[src/rtl/output_seq_pkg.sv]
// Shared encodings and default lengths for the output drive sequencer.
package output_seq_pkg;

  typedef enum logic [1:0] {
    ST_IDLE  = 2'd0,
    ST_ARM   = 2'd1,
    ST_RUN   = 2'd2,
    ST_FAULT = 2'd3
  } state_t;

  localparam logic [1:0] FLT_NONE     = 2'd0;
  localparam logic [1:0] FLT_MISMATCH = 2'd1;
  localparam logic [1:0] FLT_TIMEOUT  = 2'd2;

  localparam int unsigned SHORT_LEN   = 1;
  localparam int unsigned LONG_LEN    = 15;
  localparam int unsigned WDOG_LEN    = 64;
  localparam int unsigned ARM_MATCHES = 4;

endpackage

[src/rtl/output_drive_sequencer_pulse_phase_gen.sv]
// Asymmetric switch pulse train; the high phase leads, starting on the
// first RUN cycle, and the phase counter wraps with no gap cycle.
module pulse_phase_gen #(
  parameter bit          POLARITY  = 1'b0,
  parameter int unsigned SHORT_LEN = output_seq_pkg::SHORT_LEN,
  parameter int unsigned LONG_LEN  = output_seq_pkg::LONG_LEN
) (
  input  logic clk,
  input  logic rst,
  input  logic runNow,
  input  logic runNext,
  output logic switchCtrl
);

  localparam int unsigned HIGH_LEN =
    POLARITY ? LONG_LEN : SHORT_LEN;
  localparam logic [5:0] HIGH = 6'(HIGH_LEN);
  localparam logic [5:0] LAST = 6'(SHORT_LEN + LONG_LEN - 1);

  logic [5:0] phase;
  logic [5:0] phaseNext;

  assign phaseNext = (phase == LAST) ? '0 : phase + 6'd1;

  always_ff @(posedge clk) begin
    if (rst || !runNext) begin
      phase      <= '0;
      switchCtrl <= 1'b0;
    end else if (!runNow) begin
      phase      <= '0;
      switchCtrl <= 1'b1;
    end else begin
      phase      <= phaseNext;
      switchCtrl <= (phaseNext < HIGH);
    end
  end

endmodule

[src/rtl/output_drive_sequencer.sv]
// Per-channel relay/switch drive sequencer; outputs run only while
// compare results keep arriving and matching, otherwise fall static.
module output_drive_sequencer #(
  parameter bit          POLARITY    = 1'b0,
  parameter int unsigned SHORT_LEN   = output_seq_pkg::SHORT_LEN,
  parameter int unsigned LONG_LEN    = output_seq_pkg::LONG_LEN,
  parameter int unsigned ARM_MATCHES = output_seq_pkg::ARM_MATCHES,
  parameter int unsigned WDOG_LEN    = output_seq_pkg::WDOG_LEN
) (
  input  logic       clk,
  input  logic       rst,
  input  logic       enable_req,
  input  logic       cmp_valid,
  input  logic       cmp_match,
  input  logic       fault_clear,
  output logic       relay_ctrl,
  output logic       switch_ctrl,
  output logic       ready,
  output logic [1:0] state,
  output logic [1:0] fault_code
);
  import output_seq_pkg::*;

  localparam logic [7:0] WDOG_LAST = 8'(WDOG_LEN - 1);
  localparam logic [3:0] ARM_LAST  = 4'(ARM_MATCHES - 1);

  state_t     stateQ, stateD;
  logic [1:0] faultQ, faultD;
  logic [3:0] matchQ, matchD;
  logic [7:0] wdogQ, wdogD;
  logic       relayQ, relayD;
  logic       readyQ;
  logic       mismatch, expired, runNow, runNext;

  assign mismatch = cmp_valid & ~cmp_match;
  assign expired  = ~cmp_valid & (wdogQ == WDOG_LAST);
  assign runNow   = (stateQ == ST_RUN);
  assign runNext  = (stateD == ST_RUN);

  always_comb begin
    stateD = stateQ;
    faultD = faultQ;
    matchD = matchQ;
    wdogD  = '0;
    if (stateQ == ST_ARM || stateQ == ST_RUN) begin
      if (!cmp_valid && wdogQ != 8'hFF)
        wdogD = wdogQ + 8'd1;
      else if (!cmp_valid)
        wdogD = wdogQ;
    end
    unique case (stateQ)
      ST_IDLE: begin
        if (enable_req) begin
          stateD = ST_ARM;
          matchD = '0;
          wdogD  = '0;
        end
      end
      ST_ARM, ST_RUN: begin
        if (mismatch) begin
          stateD = ST_FAULT;
          faultD = FLT_MISMATCH;
        end else if (expired) begin
          stateD = ST_FAULT;
          faultD = FLT_TIMEOUT;
        end else if (!enable_req) begin
          stateD = ST_IDLE;
        end else if (stateQ == ST_ARM && cmp_valid) begin
          if (matchQ == ARM_LAST) begin
            stateD = ST_RUN;
            matchD = '0;
          end else begin
            matchD = matchQ + 4'd1;
          end
        end
      end
      ST_FAULT: begin
        if (fault_clear && !enable_req) begin
          stateD = ST_IDLE;
          faultD = FLT_NONE;
        end
      end
      default: stateD = ST_IDLE;
    endcase
  end

  // Relay starts opposite its idle level on the first RUN cycle.
  always_comb begin
    relayD = POLARITY;
    if (runNext)
      relayD = runNow ? ~relayQ : ~POLARITY;
  end

  always_ff @(posedge clk) begin
    if (rst) begin
      stateQ <= ST_IDLE;
      faultQ <= FLT_NONE;
      matchQ <= '0;
      wdogQ  <= '0;
      relayQ <= POLARITY;
      readyQ <= 1'b0;
    end else begin
      stateQ <= stateD;
      faultQ <= faultD;
      matchQ <= matchD;
      wdogQ  <= wdogD;
      relayQ <= relayD;
      readyQ <= runNext;
    end
  end

  pulse_phase_gen #(
    .POLARITY  (POLARITY),
    .SHORT_LEN (SHORT_LEN),
    .LONG_LEN  (LONG_LEN)
  ) uPulse (
    .clk        (clk),
    .rst        (rst),
    .runNow     (runNow),
    .runNext    (runNext),
    .switchCtrl (switch_ctrl)
  );

  assign relay_ctrl = relayQ;
  assign ready      = readyQ;
  assign state      = stateQ;
  assign fault_code = faultQ;

endmodule

[config.mk]
export PLATFORM = sky130hd
export DESIGN_NAME = output_drive_sequencer
export DESIGN_NICKNAME = d
export VERILOG_FILES = /design/src/rtl/output_seq_pkg.sv /design/src/rtl/output_drive_sequencer_pulse_phase_gen.sv /design/src/rtl/output_drive_sequencer.sv
export SDC_FILE = /design/constraint.sdc
export NUM_CORES = 1
export LEC_CHECK = 0
export CORE_MARGIN = 3
export CORE_UTILIZATION = 45
export CTS_BUF_LIST = sky130_fd_sc_hd__clkbuf_4
export CTS_CLUSTER_SIZE = 20
export DETAILED_ROUTE_END_ITERATION = 6
export PLACE_DENSITY = 0.68
export SLEW_MARGIN = 0
export SYNTH_ARGS = -nofsm -noshare
export SYNTH_HDL_FRONTEND = slang
export SYNTH_SLANG_ARGS = --single-unit
[constraint.sdc]
create_clock -name clk -period 1.7 [get_ports clk]
set_input_delay 0.34 -clock clk [delete_from_list [all_inputs] [get_ports clk]]
set_output_delay 0.34 -clock clk [all_outputs]
set_load 0.005 [all_outputs]
==> results of run 1 <==
==> metal layers <==
layer | up-vias | share of wire, % | GRT usage, %
li1 | 673 | - | -
met1 | 645 | 44 | 21.8
met2 | 21 | 52 | 34.3
met3 | 2 | 3.1 | 3.19
met4 | 0 | 0.83 | 6.65
met5 | - | 0 | 0
==> repair_timing <==
| item | CTS | global route |
|---|---|---|
| pin swaps | 5 | 10 |
| endpoints found under the setup margin | 9 | 21 |
| gates resized for setup | 5 | 15 |
| buffers inserted | 6 | 4 |
==> logic make-up after synthesis <==
| logic type | synth area share, % |
|---|---|
| simple gates | 30.4 |
| compound gates | 17.9 |
| flops | 37.6 |
| buf+inv | 3.10 |
| fa+ha+maj | 7.53 |
| xor+xnor | 1.98 |
| mux | 1.51 |
==> power groups by stage <==
stage / Clock, uW / Sequential [uW] / Combinational [uW]
6_report: 286 / 662 / 965
5_1_grt: 312 / 667 / 1050
4_1_cts: 285 / 662 / 880
3_5_place_dp: 0 / 674 / 779
3_3_place_gp: 0 / 672 / 761
2_1_floorplan: 0 / 682 / 436
==> worst max path at each step <==
| stage | slack (ns) | depth (start not counted) | to | from |
|---|---|---|---|---|
| after floorplan | 0.009 | 6 | uPulse.phase[0] | wdogQ[0] |
| after global placement | -0.34 | 6 | uPulse.phase[0] | enable_req |
| after detailed placement | -0.42 | 6 | uPulse.phase[0] | enable_req |
| after CTS | -0.08 | 8 | uPulse.phase[4] | state[1] |
| after global routing | -0.18 | 9 | uPulse.phase[3] | state[0] |
| final | -0.08 | 8 | uPulse.phase[3] | state[0] |
==> cells in the final DEF (no fill, tap or decap), types with 4 or more instances in the layout <==
cell type and count:
buf_4 35, clkdlybuf4s50_1 11, nand2b_1 4, a21oi_1 8, nand3_1 10, nor2_1 16
dfxtp_2 4, ha_1 6, nor3_1 4, inv_1 4, nand2_1 12, and3_1 7
dfxtp_1 21, o21ai_0 10
==> sequential cells by signal, summed over array words and instances, names as in the netlist <==
| signal | count |
|---|---|
| state | 2 |
| matchQ | 4 |
| uPulse.switchCtrl | 1 |
| wdogQ | 8 |
| uPulse.phase | 6 |
| ready | 1 |
| relay_ctrl | 1 |
| fault_code | 2 |
==> metrics by stage <==
stage	cell area [um^2]	hold slack (ns)
finish	1870	0.462
global route	1870	0.495
CTS	1790	0.465
detailed placement	1710	0.437
global placement	1710	0.421
floorplan	1370	0.434
==> worst register-to-register path: cells and delay by family (launching register included) <==
family          cells  cell delay [ns]
compound gates      3             0.56
buf+inv             3             0.41
simple gates        2             0.40
flops               1             0.36
==> cell type report <==
cell class	count	area (um^2)	area share, %
clock buffers	3	22.5	1.21
clock inverters	1	7.51	0.402
inverters	6	22.5	1.21
multi-input cells	124	875	46.8
flip-flops and latches	25	505	27.1
well taps	31	38.8	2.08
repair buffers	48	397	21.2
==> impl_metrics.csv, run 1 <==
group,metric,value,unit
synth,netlist_area,0.00133,mm^2
power_and_ir_drop,p_sw,641,uW
synth,avgSynthCellArea,8.31,um^2
routing,routed-via-count,1341,
synth,ys.flop_type,"dfxtp_1",
clock_tree,ctsHoldBuffers,0,
finish,layout.cells.non_filler,238,
sta,rsz0062_at_grt,"true",
power_and_ir_drop,p_sw_share,33.5,%
routing,vias_per_cell,5.63,
place,dp.cells,225,
job,maxCapViolCount,0,
routing,ant_nets,0,
floorplan,dieWidth,60.4,um
finish,diodes,0,
power_and_ir_drop,power.density,1020,mW/mm^2
sta,slew_viol_final,0,
synth,yosys-top-cells-area,"dfxtp_1, ha_1, nor2_1",
synth,yosysMostFrequentCell,"dfxtp_1",
synth,synth-seq-cells,25,
synth,synth_fp_nets,174,
worst_hold_path,worstHoldEndpoint,"relay_ctrl",
routing,drc_errors,0,
critical_path,cpPeakStageDelay,0.36,ns
global_routing,grt_remaining_overflow,0,
clock_tree,cts_made_buffers,3,
floorplan,fp-row-count,19,
critical_path,r2r-start,"state[0]",
power_and_ir_drop,p_int,1270,uW
critical_path,cp_top_family,"compound AO/OA/AOI/OAI gates",
place,io_buffer_count,12,
synth,synth_cell_types,37,
critical_path,cp_data_arrival_time,2.06,ns
worst_hold_path,min_path_type,"reg2reg",
routing,dr.pass1.iters,4,
floorplan,die_h,60.4,um
synth,async_flop_share,0,%
clock_tree,cts_root_buf,"clkbuf_4",
sta,fmax,562,MHz
clock_tree,insertion_delay,0.33,ns
place,hpwl,2330,um
critical_path,r2r_cells,8,
power_and_ir_drop,total_power,1910,uW
place,pre_cts_ws,-0.420,ns
floorplan,core,0.00278,mm^2
critical_path,start_kind,"register",
critical_path,reg2reg_to,"uPulse.phase[3]",
finish,post-route-util,67.2,%
power_and_ir_drop,clkPwrFrac,15.0,%
sta,setup_tns,-0.519,ns
sta,setup_violations,7,
clock_tree,clock_path_buffers,2,
power_and_ir_drop,peakVddDrop,0.647,mV
routing,post_drt_wl_per_cell,13.7,um
critical_path,crit_chain,"buf_4, buf_4, o21a_1, a31o_2, a211oi_2, nor3b_4, buf_6, and3_4",
sta,post-route-period-util,105,%
sta,worst_slack,-0.0808,ns
sta,relSlewSlack,77.2,%
critical_path,slowest_stage,"dfxtp_2",
synth,synth-edff-count,0,
synth,ys_warn_count,0,
clock_tree,htreeDepth,1,
synth,synth_area_leader_cell,"dfxtp_1",
place,routabilityCongestion,0.901,
floorplan,initial_core_util,47.8,%
critical_path,worst_setup_path_end_kind,"register",
clock_tree,clk_pin_slew,0.14,ns
worst_hold_path,hp-start,"relay_ctrl",
global_routing,grt_max_degree,16,
critical_path,crit_type,"reg2reg",
critical_path,r2r_setup_slack,-0.08,ns
outcome,violations,"setup timing",
floorplan,die_area,0.00364,mm^2
finish,nFillCells,234,
clock_tree,cts.sinks,25,
synth,syn_inst,160,
outcome,status,"complete, but fails checks",
power_and_ir_drop,seq_power_share,34.6,%
global_routing,grt_pass1_wl,5180,um
critical_path,worst-path-buf-inv,3,
routing,wirelength,3260,um
worst_hold_path,min_path_cells,1,
global_routing,antenna_found_initial,0,
critical_path,path_max_fanout,8,
power_and_ir_drop,power.leakage,0.000794,uW
synth,synth.top_cell.area_share,37.6,%
power_and_ir_drop,pwr-share-comb,50.4,%
global_routing,gr-usage-all-layers,18.7,%
synth,seq_area_frac_synth,37.6,%
sta,finalClockSkew,0.00869,ns
critical_path,cp_common_cell,"buf_4",
clock_tree,tritoncts,"done",
sta,final.min_clock_period,1.78,ns
floorplan,pin_count,13,
sta,final_hold_viol_count,0,
finish,final_layout_size_suffix_gt1_share,32.4,%
routing,drt_iter0_drc,60,
critical_path,cp.required,1.98,ns
finish,final_nets,222,
synth,synth_commonest_cells,"dfxtp_1, nor2_1, nand2_1",
global_routing,grt_pass1_vias,1247,
sta,worstMarginPinSlew,0.338,ns
finish,syn2layout_area_growth,40.5,%
(Power assumes the default switching activity.)
==> run 2, diff against run 1 <==
--- a/config.mk
+++ b/config.mk
@@ -10,6 +10,7 @@
 export CTS_BUF_LIST = sky130_fd_sc_hd__clkbuf_4
 export CTS_CLUSTER_SIZE = 20
 export DETAILED_ROUTE_END_ITERATION = 6
+export HOLD_SLACK_MARGIN = 0.02
 export PLACE_DENSITY = 0.68
 export SLEW_MARGIN = 0
 export SYNTH_ARGS = -nofsm -noshare
==> results of run 2 <==
The final DEF is identical to that of run 1; final timing and power are the same.
==> run 3, diff against run 2 <==
--- a/config.mk
+++ b/config.mk
@@ -5,7 +5,7 @@
 export SDC_FILE = /design/constraint.sdc
 export NUM_CORES = 1
 export LEC_CHECK = 0
-export CORE_MARGIN = 3
+export CORE_MARGIN = 4
 export CORE_UTILIZATION = 45
 export CTS_BUF_LIST = sky130_fd_sc_hd__clkbuf_4
 export CTS_CLUSTER_SIZE = 20
==> run 3 against run 2 <==
Against the previous run:
- the flow still finishes with violations (setup timing)
- routed wire length is 9.1% higher
- total power up 6.2%
- combinational power up 9.8%
- sequential power grew 2%
- non-clock buffer count increased by 2
- clock-buffer cell count stayed put
- clock power rose by 3%
- critical endpoint is now uPulse.phase[0]
==> impl_metrics.csv, run 3 (synthesis gave the netlist of run 1 again) <==
group,metric,value,unit
routing,dr.pass1.iters,4,
global_routing,grt_pass1_wl,5920,um
critical_path,start_kind,"input pin",
finish,largest_register_ffs,8,
outcome,violations,"setup timing",
clock_tree,cts_root_buf,"clkbuf_4",
power_and_ir_drop,peakVddDrop,1.04,mV
sta,finalClockSkew,0.00125,ns
finish,final_common_cell,"buf_4",
sta,worst_slack,-0.0735,ns
floorplan,initial_core_util,47.8,%
floorplan,die_h,62.4,um
job,maxCapViolCount,0,
clock_tree,clock_path_buffers,2,
critical_path,path_max_fanout,5,
floorplan,pin_count,13,
place,place_area,0.00171,mm^2
sta,fmax,564,MHz
sta,worstMarginPinSlew,0.269,ns
place,io_buffer_count,12,
sta,setup_violations,12,
finish,post-route-util,69.9,%
floorplan,dieWidth,62.4,um
critical_path,cp_data_arrival_time,2.03,ns
routing,ant_nets,0,
finish,regMostFlops,"wdogQ",
finish,final_cell_mix,"buf_4, dfxtp_1, nor2_1",
finish,final_layout_size_suffix_gt1_share,36.2,%
floorplan,fp-row-count,19,
routing,vias_per_cell,5.80,
worst_hold_path,min_path_type,"in2reg",
routing,post_drt_wl_per_cell,14.8,um
global_routing,grt_max_degree,16,
finish,final_nets,225,
routing,drt_iter0_drc,73,
clock_tree,htreeDepth,1,
clock_tree,cts_made_buffers,3,
sta,final_hold_viol_count,0,
sta,slew_viol_final,0,
global_routing,antenna_found_initial,0,
place,routabilityCongestion,0.883,
finish,reg_top3,"wdogQ x8, uPulse.phase x6, matchQ x4",
finish,diodes,0,
clock_tree,tritoncts,"done",
critical_path,cp.required,1.95,ns
finish,syn2layout_area_growth,46.1,%
critical_path,worst_setup_path_end_kind,"register",
sta,setup_tns,-0.473,ns
outcome,status,"complete, but fails checks",
clock_tree,cts.sinks,25,
global_routing,grt_pass1_vias,1348,
sta,final.min_clock_period,1.77,ns
routing,routed-via-count,1399,
sta,relSlewSlack,81.8,%
finish,fin_area,0.00194,mm^2
global_routing,gr-usage-all-layers,18.2,%
power_and_ir_drop,power.leakage,0.000844,uW
finish,layout.cells.non_filler,241,
floorplan,core,0.00278,mm^2
routing,drc_errors,0,
global_routing,grt_remaining_overflow,0,
critical_path,crit_type,"in2reg",
power_and_ir_drop,power.density,1050,mW/mm^2
place,hpwl,2410,um
clock_tree,clk_pin_slew,0.15,ns
place,dp.cells,225,
floorplan,die_area,0.00389,mm^2
sta,rsz0062_at_grt,"true",
clock_tree,insertion_delay,0.34,ns
routing,wirelength,3560,um
sta,post-route-period-util,104,%
-- run 3: changes by cell type in the layout (fill, tap and decap cells not counted), moves of 2 or more --
cell | previous run | this run
dlymetal6s2s_1 | 1 | 3
dfxtp_1 | 21 | 19
nor2b_1 | 3 | 1
nor3_1 | 4 | 6
nor2b_2 | 0 | 2
a21oi_2 | 1 | 3
clkdlybuf4s50_1 | 11 | 9
a21oi_1 | 8 | 6
ha_1 | 6 | 4
nor3_2 | 2 | 0
buf_6 | 1 | 4
-- run 3: power by group --
part           switching [uW]  internal, uW
Clock                     204          90.4
Combinational             461           604
Sequential               36.9           636
Total                     701          1330
-- run 3: critical path, cell delays in order --
cell and delay, ns:
clkdlybuf4s50_1 0.48, buf_4 0.19, and2_4 0.17, a311oi_2 0.30, a2bb2oi_2 0.17, buf_6 0.13
nor3b_4 0.05, and4bb_1 0.19
-- run 3: area by class of cell --
cell class / instances / area (um^2)
fill: 240 / 838
timing repair buffer: 50 / 428
clock inverter: 1 / 7.51
multi-input combinational: 125 / 911
clock buffer: 3 / 22.5
inverter: 6 / 25.0
sequential: 25 / 510
tap: 31 / 38.8
-- run 3: final timing paths --
path	from	to	slack, ns	depth (start not counted)
worst min-delay path	cmp_valid	wdogQ[1]	0.46	3
worst max-delay path	enable_req	uPulse.phase[0]	-0.07	8
worst max register to register	state[1]	uPulse.phase[0]	-0.07	8
worst min register to register	relay_ctrl	relay_ctrl	0.48	1
-- run 3: through the flow --
stage,hold WS (ns),setup slack (ns),power (uW)
6_report,0.459,-0.0735,2030
5_1_grt,0.484,-0.151,2160
4_1_cts,0.472,-0.119,1860
3_5_place_dp,0.446,-0.406,1450
3_3_place_gp,0.421,-0.355,1430
2_1_floorplan,0.434,0.00932,1120
-- run 3: what timing repair did --
item / in CTS / in global routing
gates cloned: 1 / 0
resized for setup: 9 / 28
setup endpoints to repair: 10 / 25
hold buffers: 0 / 0
pin swaps: 6 / 10
buffers inserted: 5 / 6
-- run 3: routing by layer --
layer,part of all wire (%),GRT usage (%),wire [um]
met4,1.7,3.45,61
met2,54,33.0,1920
met3,3.5,5.05,123
met1,41,21.3,1460
met5,0,0,0
